==> src/rtl/sun_pll_divn_lock_if.sv <==
// Signal bundle between the SUN PLL feedback divider / lock detector and its surroundings.
// All signals live in the oscillator clock domain, except CK_REF, which is asynchronous.
interface sun_pll_divn_lock_if #(
    parameter int WIDTH = 8
);
    logic [WIDTH-1:0] DIV_N;
    logic             CK_REF;
    logic             CK_FB;
    logic             LOCK;
    logic [WIDTH:0]   MEAS;
    logic             MEAS_VALID;

    modport master (
        output DIV_N,
        output CK_REF,
        input  CK_FB,
        input  LOCK,
        input  MEAS,
        input  MEAS_VALID
    );

    modport slave (
        input  DIV_N,
        input  CK_REF,
        output CK_FB,
        output LOCK,
        output MEAS,
        output MEAS_VALID
    );
endinterface

==> src/rtl/sun_pll_divn_lock.sv <==
// Integer-N feedback divider for the SUN PLL. It also contains a digital lock detector
// that counts CK_REF periods in CK cycles and compares each period against the active ratio.
module sun_pll_divn_lock #(
    parameter int WIDTH      = 8,
    parameter int LOCK_TOL   = 2,
    parameter int LOCK_CNT   = 16,
    parameter int UNLOCK_CNT = 2
) (
    input  logic                   CK,
    input  logic                   PWRUP_1V8,
    sun_pll_divn_lock_if.slave     bus
);
    localparam int PW = WIDTH + 1;
    localparam int GW = $clog2(LOCK_CNT + 1);
    localparam int BW = $clog2(UNLOCK_CNT + 1);
    localparam logic [PW-1:0] PCNT_MAX = '1;

    typedef enum logic {UNLOCKED, LOCKED} lock_state_t;

    logic [WIDTH-1:0] cnt;
    logic [WIDTH-1:0] cnt_next;
    logic [WIDTH-1:0] n_act;
    logic [WIDTH-1:0] n_req;
    logic             init;
    logic             ck_fb;
    logic             terminal;
    logic             ratio_change;

    logic             ref_s1;
    logic             ref_s2;
    logic             ref_prev;
    logic             ref_rise;
    logic [PW-1:0]    pcnt;
    logic             armed;
    logic [PW-1:0]    meas;
    logic             meas_valid;
    logic [PW-1:0]    n_ext;
    logic [PW-1:0]    diff;
    logic             meas_ev;
    logic             sat_hit;
    logic             good_ev;
    logic             bad_ev;

    lock_state_t      state;
    lock_state_t      state_next;
    logic [GW-1:0]    good_cnt;
    logic [GW-1:0]    good_next;
    logic [BW-1:0]    bad_cnt;
    logic [BW-1:0]    bad_next;
    logic             lock;

    // Ratios below 2 cannot produce a clock, so they are clamped before they are loaded.
    always_comb begin
        n_req        = (bus.DIV_N < WIDTH'(2)) ? WIDTH'(2) : bus.DIV_N;
        terminal     = (cnt == n_act - WIDTH'(1));
        cnt_next     = terminal ? '0 : cnt + WIDTH'(1);
        ratio_change = (init || terminal) && (n_req != n_act);
    end

    always_ff @(posedge CK or negedge PWRUP_1V8) begin
        if (!PWRUP_1V8) begin
            cnt   <= '0;
            n_act <= '0;
            init  <= 1'b1;
            ck_fb <= 1'b0;
        end else if (init) begin
            n_act <= n_req;
            cnt   <= '0;
            ck_fb <= 1'b1;
            init  <= 1'b0;
        end else begin
            cnt   <= cnt_next;
            ck_fb <= (cnt_next < (n_act >> 1));
            if (terminal) begin
                n_act <= n_req;
            end
        end
    end

    // The new ratio only affects cycles after cnt wraps to 0, and count 0 is always high,
    // so a ratio change can never produce a runt pulse.
    always_comb begin
        ref_rise = ref_s2 & ~ref_prev;
        n_ext    = PW'(n_act);
        diff     = (pcnt >= n_ext) ? (pcnt - n_ext) : (n_ext - pcnt);
        meas_ev  = ref_rise && armed;
        sat_hit  = armed && !ref_rise && (pcnt == PCNT_MAX - PW'(1));
        good_ev  = meas_ev && (diff <= PW'(LOCK_TOL));
        bad_ev   = (meas_ev && (diff > PW'(LOCK_TOL))) || sat_hit;
    end

    // A saturated count disarms the measurement, so the following edge only restarts it.
    always_ff @(posedge CK or negedge PWRUP_1V8) begin
        if (!PWRUP_1V8) begin
            ref_s1     <= 1'b0;
            ref_s2     <= 1'b0;
            ref_prev   <= 1'b0;
            pcnt       <= '0;
            armed      <= 1'b0;
            meas       <= '0;
            meas_valid <= 1'b0;
        end else begin
            ref_s1     <= bus.CK_REF;
            ref_s2     <= ref_s1;
            ref_prev   <= ref_s2;
            meas_valid <= 1'b0;
            if (ref_rise) begin
                pcnt  <= PW'(1);
                armed <= 1'b1;
                if (armed) begin
                    meas       <= pcnt;
                    meas_valid <= 1'b1;
                end
            end else begin
                if (pcnt != PCNT_MAX) begin
                    pcnt <= pcnt + PW'(1);
                end
                if (sat_hit) begin
                    armed <= 1'b0;
                end
            end
        end
    end

    always_comb begin
        state_next = state;
        good_next  = good_cnt;
        bad_next   = bad_cnt;
        if (ratio_change) begin
            state_next = UNLOCKED;
            good_next  = '0;
            bad_next   = '0;
        end else begin
            case (state)
                UNLOCKED: begin
                    if (good_ev) begin
                        if (good_cnt == GW'(LOCK_CNT - 1)) begin
                            state_next = LOCKED;
                            good_next  = '0;
                        end else begin
                            good_next = good_cnt + GW'(1);
                        end
                    end else if (bad_ev) begin
                        good_next = '0;
                    end
                end
                LOCKED: begin
                    if (bad_ev) begin
                        if (bad_cnt == BW'(UNLOCK_CNT - 1)) begin
                            state_next = UNLOCKED;
                            bad_next   = '0;
                        end else begin
                            bad_next = bad_cnt + BW'(1);
                        end
                    end else if (good_ev) begin
                        bad_next = '0;
                    end
                end
                default: begin
                    state_next = UNLOCKED;
                end
            endcase
        end
    end

    always_ff @(posedge CK or negedge PWRUP_1V8) begin
        if (!PWRUP_1V8) begin
            state    <= UNLOCKED;
            good_cnt <= '0;
            bad_cnt  <= '0;
            lock     <= 1'b0;
        end else begin
            state    <= state_next;
            good_cnt <= good_next;
            bad_cnt  <= bad_next;
            lock     <= (state_next == LOCKED);
        end
    end

    assign bus.CK_FB      = ck_fb;
    assign bus.LOCK       = lock;
    assign bus.MEAS       = meas;
    assign bus.MEAS_VALID = meas_valid;
endmodule

==> src/flat_wrapper.sv <==
// flat-port wrapper written by rule: the top's interface ports become plain ports
module sun_pll_divn_lock_flat 
#(
    parameter int WIDTH      = 8,
    parameter int LOCK_TOL   = 2,
    parameter int LOCK_CNT   = 16,
    parameter int UNLOCK_CNT = 2
)
  (CK, PWRUP_1V8, bus_DIV_N, bus_CK_REF, bus_CK_FB, bus_LOCK, bus_MEAS, bus_MEAS_VALID);
  sun_pll_divn_lock_if #(.WIDTH(WIDTH)) bus_i ();
  input  logic CK;
  input  logic PWRUP_1V8;
  input wire logic [$bits(bus_i.DIV_N)-1:0] bus_DIV_N;
  input wire logic [$bits(bus_i.CK_REF)-1:0] bus_CK_REF;
  output wire logic [$bits(bus_i.CK_FB)-1:0] bus_CK_FB;
  output wire logic [$bits(bus_i.LOCK)-1:0] bus_LOCK;
  output wire logic [$bits(bus_i.MEAS)-1:0] bus_MEAS;
  output wire logic [$bits(bus_i.MEAS_VALID)-1:0] bus_MEAS_VALID;
  assign bus_i.DIV_N = bus_DIV_N;
  assign bus_i.CK_REF = bus_CK_REF;
  assign bus_CK_FB = bus_i.CK_FB;
  assign bus_LOCK = bus_i.LOCK;
  assign bus_MEAS = bus_i.MEAS;
  assign bus_MEAS_VALID = bus_i.MEAS_VALID;
  sun_pll_divn_lock #(.WIDTH(WIDTH), .LOCK_TOL(LOCK_TOL), .LOCK_CNT(LOCK_CNT), .UNLOCK_CNT(UNLOCK_CNT)) u_core (.CK(CK), .PWRUP_1V8(PWRUP_1V8), .bus(bus_i));
endmodule
==> config.mk <==
export PLATFORM = sky130hd
export DESIGN_NAME = sun_pll_divn_lock_flat
export DESIGN_NICKNAME = d
export VERILOG_FILES = /design/src/rtl/sun_pll_divn_lock_if.sv /design/src/rtl/sun_pll_divn_lock.sv /design/src/flat_wrapper.sv
export SDC_FILE = /design/constraint.sdc
export NUM_CORES = 1
export LEC_CHECK = 0
export ABC_CLOCK_PERIOD_IN_PS = 4200
export BUFFER_PORTS_ARGS = -buffer_cell sky130_fd_sc_hd__buf_2
export CAP_MARGIN = 10
export CELL_PAD_IN_SITES_DETAIL_PLACEMENT = 2
export CELL_PAD_IN_SITES_GLOBAL_PLACEMENT = 2
export CORE_MARGIN = 10
export CORE_UTILIZATION = 38
export DETAILED_ROUTE_END_ITERATION = 6
export GPL_ROUTABILITY_DRIVEN = 0
export PLACE_DENSITY_LB_ADDON = 0.1
export SLEW_MARGIN = 20
export SYNTH_ARGS = -nofsm -noshare
export SYNTH_HDL_FRONTEND = slang
export SYNTH_SLANG_ARGS = --single-unit
export TNS_END_PERCENT = 100
==> constraint.sdc <==
create_clock -name CK -period 4.2 [get_ports CK]
set_input_delay 0 -clock CK [delete_from_list [all_inputs] [get_ports CK]]
set_output_delay 0 -clock CK [all_outputs]
set_load 0.05 [all_outputs]
==> impl_metrics.tcl, run 1 <==
set metrics [dict create \
    hpwlAfterDp_mm 8.717 \
    cp.required_ns 4.42 \
    slew_viol_final 0 \
    clk_latency_ns 0.32 \
    drt_iter0_drc 104 \
    coreArea_um2 9109 \
    drive_above_1_share_pct 10.19 \
    fmax_mhz 288.0 \
    yosysWarnings 0 \
    slowest_delay_ns 0.62 \
    p_leak_nw 1.764 \
    grt_max_degree 50 \
    clkSinkCount 49 \
    start_kind "flop" \
    finalWirelength_mm 11.43 \
    fin_util_pct 42.90 \
    end_kind "flop" \
    cts_tree "yes" \
    cap_violations 0 \
    synth_cells 408 \
    clk_pin_slew_worst_paths_ns 0.10 \
    die_w_um 116.2 \
    period_share_pct 82.66 \
    syn_to_final_growth_pct 11.14 \
    grt_use_met3_pct 2.773 \
    first_pass_iters 4 \
    setup_tns_ns 0 \
    yosysSeqAreaShare_pct 34.91 \
    critical_path.slowest_cell "dfrtp_1" \
    insertedDiodeCount 0 \
    cts_made_buffers 5 \
    vias 3085 \
    stdcell_count 543 \
    synth_edf_count 0 \
    post_cts_buffers 0 \
    hold_viol_final 0 \
    cts_max_level 2 \
    relSlewSlack_pct 46.32 \
    synth_top_flop_cell "dfrtp_1" \
    layout_min_cycle_time_ns 3.472 \
    critPathArrivalTime_ns 3.69 \
    cts_root_buf "clkbuf_8" \
    start_util_pct 38.60 \
    die_h_um 116.2 \
    layout.nets 472 \
    synth_cell_types 64 \
    grt_pass1_vias 3428 \
    rows 35 \
    pin_count 23 \
    fill_cells 1040 \
    finalSetupViolations 0 \
    ant_nets 0 \
    crit_top_cell "ha_1" \
    dieArea_um2 13500 \
    syn_area_um2 3516 \
    power.density_nw_per_um2 414.0 \
    io_buffers 22 \
    grt.busiest_layer "met2" \
    post-route-drc-count 0 \
    crit_type "flop to flop" \
    clk_path_buf_depth 2 \
    grt.overflow.total 0 \
    status "completed" \
    grt_util_met1_pct 22.13 \
    ys_seq_elements 49 \
    worstPathMaxFanout 11 \
    grt_first_pass_wirelength_mm 18.74 \
    vdd_drop_max_mv 0.1356 \
    fin_skew_ns 0.01255 \
    grt_setup_unrepaired "false" \
    syn_area_per_cell_um2 8.617 \
    vias_per_cell 5.681 \
    min_path_type "input port to flop" \
    timing_worst_slew_pin_value_ns 0.8035 \
    synthArstFlopShare_pct 100.0 \
    wl_per_cell_um 21.05 \
    gr-usage-all-layers_pct 17.81 \
    syn-num-nets 449 \
    grt_use_met2_pct 31.51 \
    path_cells "inv_1 > ha_1 > or3_1 > a31oi_1 > o311a_1 > nor2_1 > ha_1 > a211oi_1 > o21ai_0 > a21oi_1 > nor2b_1 > o31ai_1" \
    antenna_found_initial 0 \
    placed_cells 526 \
]
## cells by family after synthesis
group	Yosys count	synth area share [%]
AOI/OAI and AO/OA	90	16.44
xor gates and xnor gates	30	7.473
adders and majority gates	30	11.10
buffers and inverters	41	4.769
DFF	49	34.91
muxes	2	0.6050
other	1	0.1067
and+or+nand+nor	165	24.59
## cell usage in the layout, fill, tap and decap left out, types with 4 or more instances in the layout
cell           instances
nand2_1               41
nor2b_1               10
ha_1                  28
a211oi_1               4
or3_1                  7
and2_1                 4
nand2b_1               8
nor4_1                 5
nand3_1               12
nor3_1                 6
dlygate4sd3_1          9
clkbuf_8               5
nor2_1                39
nand4_1                8
a31oi_1                6
xor2_1                10
a21oi_1               22
buf_2                 22
inv_1                 25
o21ai_1               11
o21ai_0               21
xnor2_1               20
or2_2                  4
dfrtp_1               48
## cell usage after synthesis, types with 2 or more instances
cell type	number	share of area, %
dfrtp_1	48	34
nand2_1	41	4.4
nor2_1	39	4.2
ha_1	28	10
inv_1	25	2.7
a21oi_1	22	3.1
o21ai_0	21	3.0
xnor2_1	20	5.0
nand3_1	12	1.7
o21ai_1	11	1.6
clkbuf_1	10	1.1
nor2b_1	10	1.8
xor2_1	10	2.5
nand2b_1	8	1.4
nand4_1	8	1.4
or3_1	7	1.2
a31oi_1	6	1.1
nor3_1	6	0.85
buf_2	5	0.71
nor4_1	5	0.89
a211oi_1	4	0.85
and2_1	4	0.71
or2_2	4	0.71
nand3b_1	3	0.64
o31ai_1	3	0.64
a21o_1	2	0.43
a22oi_1	2	0.43
and3_1	2	0.36
fa_1	2	1.1
nand4b_1	2	0.50
nor3b_1	2	0.43
o21a_1	2	0.43
o21bai_1	2	0.43
o22a_1	2	0.50
## final timing paths
check	cells past startpoint	from	to	slack, ns
max in group asynchronous	3	PWRUP_1V8	u_core.cnt[2]	3.41
worst min register to register	0	u_core.ref_s1	u_core.ref_s2	0.37
min in group asynchronous	3	PWRUP_1V8	u_core.bus.MEAS[8]	0.32
worst max register to register	12	u_core.n_act[1]	u_core.bus.CK_FB	0.73
worst min-delay path	3	bus_DIV_N[1]	u_core.n_act[0]	0.09
worst max-delay path	12	u_core.n_act[1]	u_core.bus.CK_FB	0.73
## through the flow
stage	setup slack, ns	hold WS [ns]	total power (W)	instance area (um2)
2_1_floorplan	1.213	-0.2956	0.001037	3516
3_3_place_gp	0.8003	0.1100	0.001219	3699
3_5_place_dp	0.7368	0.1189	0.001242	3699
4_1_cts	0.7041	0.08869	0.001632	3908
5_1_grt	0.3268	0.09927	0.001732	3908
6_report	0.7282	0.08941	0.001618	3908
## worst max-delay path: cells and delay by family (launching register included)
kind,cells,cell delay [ns]
adders and majority gates,2,0.62
AOI/OAI and AO/OA,6,1.36
and+or+nand+nor,3,0.55
DFF,1,0.62
buffers and inverters,1,0.21
## registers in the layout, indices dropped and copies added (netlist names)
register / flops
u_core.bus.MEAS: 9
u_core.pcnt: 9
u_core.cnt: 8
u_core.n_act: 8
u_core.good_cnt: 5
u_core.bad_cnt: 2
u_core.armed: 1
u_core.bus.CK_FB: 1
u_core.bus.MEAS_VALID: 1
u_core.init: 1
u_core.ref_prev: 1
u_core.ref_s1: 1
u_core.ref_s2: 1
u_core.state: 1
## area by class of cell
cell class,instances,area (um2),share of cell area (%)
multi-input combinational,318,2121,54.27
sequential,49,1227,31.41
timing repair buffer,32,207.7,5.315
tap,111,138.9,3.554
inverter,25,93.84,2.402
clock buffer,5,68.82,1.761
clock inverter,3,50.05,1.281
## per-layer routing
layer / part of all wire, % / vias up
li1: - / 1471
met5: 0 / -
met4: 1.4 / 0
met1: 45 / 1565
met2: 50 / 36
met3: 3.1 / 13
## power by group
part	leakage [nW]	switching, W	internal [W]	total (W)
combinational	1.07	0.000430	0.000232	0.000662
clock	0.0603	0.000189	0.000183	0.000372
sequential	0.634	0.0000691	0.000515	0.000584
## repair_timing
action                                 CTS  global route
hold buffers                             9             0
setup endpoints to repair                0             0
gates resized for setup                  0             0
endpoints found under the hold margin   56             0
No activity file was read; power rests on OpenSTA's default activity.
==> run 2: changes to the inputs <==
ABC_CLOCK_PERIOD_IN_PS = 3200   (was 4200)
clock period = 3.2 ns   (was 4.2 ns; I/O delays follow)
==> run 2 against run 1 <==
  * Sequential power grew 28%
  * Clock skew down 0.0019 ns
  * Largest power group unchanged
  * Worst setup slack got worse by 0.62 ns
  * Critical path type unchanged
  * First-iteration DRC count is 64% higher
  * Largest cell class unchanged
  * Non-clock buffer count increased by 29
==> impl_metrics.tcl, run 2 (synthesis results as in run 1) <==
set metrics [dict create \
    status "completed" \
    rrSetupSlack_ns 0.11 \
    cts_root_buf "clkbuf_8" \
    period_share_pct 96.70 \
    clk_path_buf_depth 2 \
    dieArea_um2 13500 \
    wl_per_cell_um 21.47 \
    drt_iter0_drc 171 \
    rows 35 \
    ant_nets 0 \
    r2r_end "u_core.good_cnt[3]" \
    placed_cells 553 \
    grt.overflow.total 0 \
    stdcell_count 572 \
    drive_above_1_share_pct 20.17 \
    fin_ws_ns 0.1057 \
    start_util_pct 38.60 \
    clk_latency_ns 0.31 \
    die_w_um 116.2 \
    fin_skew_ns 0.01068 \
    syn_to_final_growth_pct 19.04 \
    clkSinkCount 49 \
    regToRegStartpoint "u_core.pcnt[4]" \
    first_pass_iters 4 \
    seqCellArea_um2 1235 \
    min_path_type "input port to flop" \
    crit_type "flop to flop" \
    place_ws_ns -0.0001386 \
    critPathArrivalTime_ns 3.35 \
    hpwlAfterDp_mm 9.390 \
    antenna_found_initial 0 \
    gr-usage-all-layers_pct 18.81 \
    coreArea_um2 9109 \
    clk_pin_slew_worst_paths_ns 0.10 \
    ff2ff_path_depth 10 \
    hold_viol_final 0 \
    relSlewSlack_pct 40.97 \
    layout_min_cycle_time_ns 3.094 \
    vias_per_cell 5.663 \
    layout.nets 501 \
    post_dp_cell_area_um2 3901 \
    insertedDiodeCount 0 \
    layout_commonest_cell "dfrtp_1" \
    cts_tree "yes" \
    setup_tns_ns 0 \
    pin_count 23 \
    cap_violations 0 \
    post-route-drc-count 0 \
    fill_cells 1029 \
    timing_worst_slew_pin_value_ns 0.8855 \
    cts_made_buffers 5 \
    fmax_mhz 323.2 \
    cts_max_level 2 \
    start_kind "flop" \
    end_kind "flop" \
    multi_input_area_um2 2176 \
    vdd_drop_max_mv 0.1925 \
    vias 3239 \
    die_h_um 116.2 \
    grt_pass1_vias 3670 \
    final_area_um2 4185 \
    finalWirelength_mm 12.28 \
    whs_path_depth 3 \
    hold_start "bus_DIV_N[1]" \
    cp.required_ns 3.45 \
    final_cell_mix "dfrtp_1, nand2_1, nor2_1, buf_4, ha_1" \
    slew_viol_final 0 \
    finalSetupViolations 0 \
    p_leak_nw 1.906 \
    io_buffers 22 \
    power.density_nw_per_um2 543.6 \
    grt_first_pass_wirelength_mm 19.81 \
    min_to "u_core.n_act[1]" \
    worstPathMaxFanout 6 \
    fin_util_pct 45.95 \
    grt_max_degree 37 \
]
run 2: changes by cell type in the layout (fill, tap and decap cells not counted), sizes merged:
cell / change
inv: -1
buf: +29
clkinv: -1
clkbuf: +2
run 2: how the worst max path moves through the flow:
stage	startpoint	endpoint	slack, ns	cells past startpoint
after global routing	u_core.n_act[4]	u_core.good_cnt[3]	-0.04	10
after CTS	u_core.pcnt[0]	u_core.good_cnt[3]	0.05	12
after floorplan	u_core.pcnt[0]	u_core.good_cnt[3]	0.21	12
final	u_core.pcnt[4]	u_core.good_cnt[3]	0.11	10
after global placement	u_core.pcnt[2]	u_core.good_cnt[3]	0.09	10
after detailed placement	u_core.pcnt[2]	u_core.good_cnt[3]	-0.0001	10
run 2: repair_timing:
item / 4_1_cts / 5_1_grt
cloned: 0 / 0
buffers inserted: 0 / 2
endpoints found under the setup margin: 4 / 6
hold buffers: 9 / 0
gates resized for setup: 5 / 16
pin swaps: 0 / 3
endpoints found under the hold margin: 43 / 0
run 2: power by group:
part	leakage [nW]	switching, W	internal, W	total, W
logic	1.22	0.000639	0.000410	0.00105
registers	0.627	0.0000695	0.000679	0.000748
clock network	0.0585	0.000222	0.000255	0.000478
total	1.91	0.000931	0.00134	0.00228
run 2: critical path, cell delays in order, from the launching register on:
cell and delay, ns:
dfrtp_1 0.42, inv_1 0.15, ha_2 0.34, and4_1 0.24, and2_1 0.19, a221oi_2 0.28
nand3_1 0.13, o22a_1 0.24, or3_4 0.43, or4b_1 0.52, nand3_1 0.10
run 2: final cells by class:
class                           instances  area share [%]
Clock buffer                            7           2.063
Multi-Input combinational cell        318           51.99
Clock inverter                          1          0.7175
Timing Repair Buffer                   61           10.16
Tap cell                              111           3.318
Sequential cell                        49           29.51
Inverter                               25           2.242
run 2: stage by stage:
step	hold WS (ns)	power (W)
5_1_grt	0.1027	0.002417
6_report	0.08050	0.002275
2_1_floorplan	-0.2956	0.001361
4_1_cts	0.07018	0.002256
3_5_place_dp	0.1113	0.001737
3_3_place_gp	0.1101	0.001706
run 2: routing by layer:
metal	vias up	GRT usage [%]	part of all wire, %
li1	1534	-	-
met3	15	2.671	2.1
met1	1643	22.46	44
met5	-	0	0
met4	0	5.505	1.8
met2	47	34.13	52
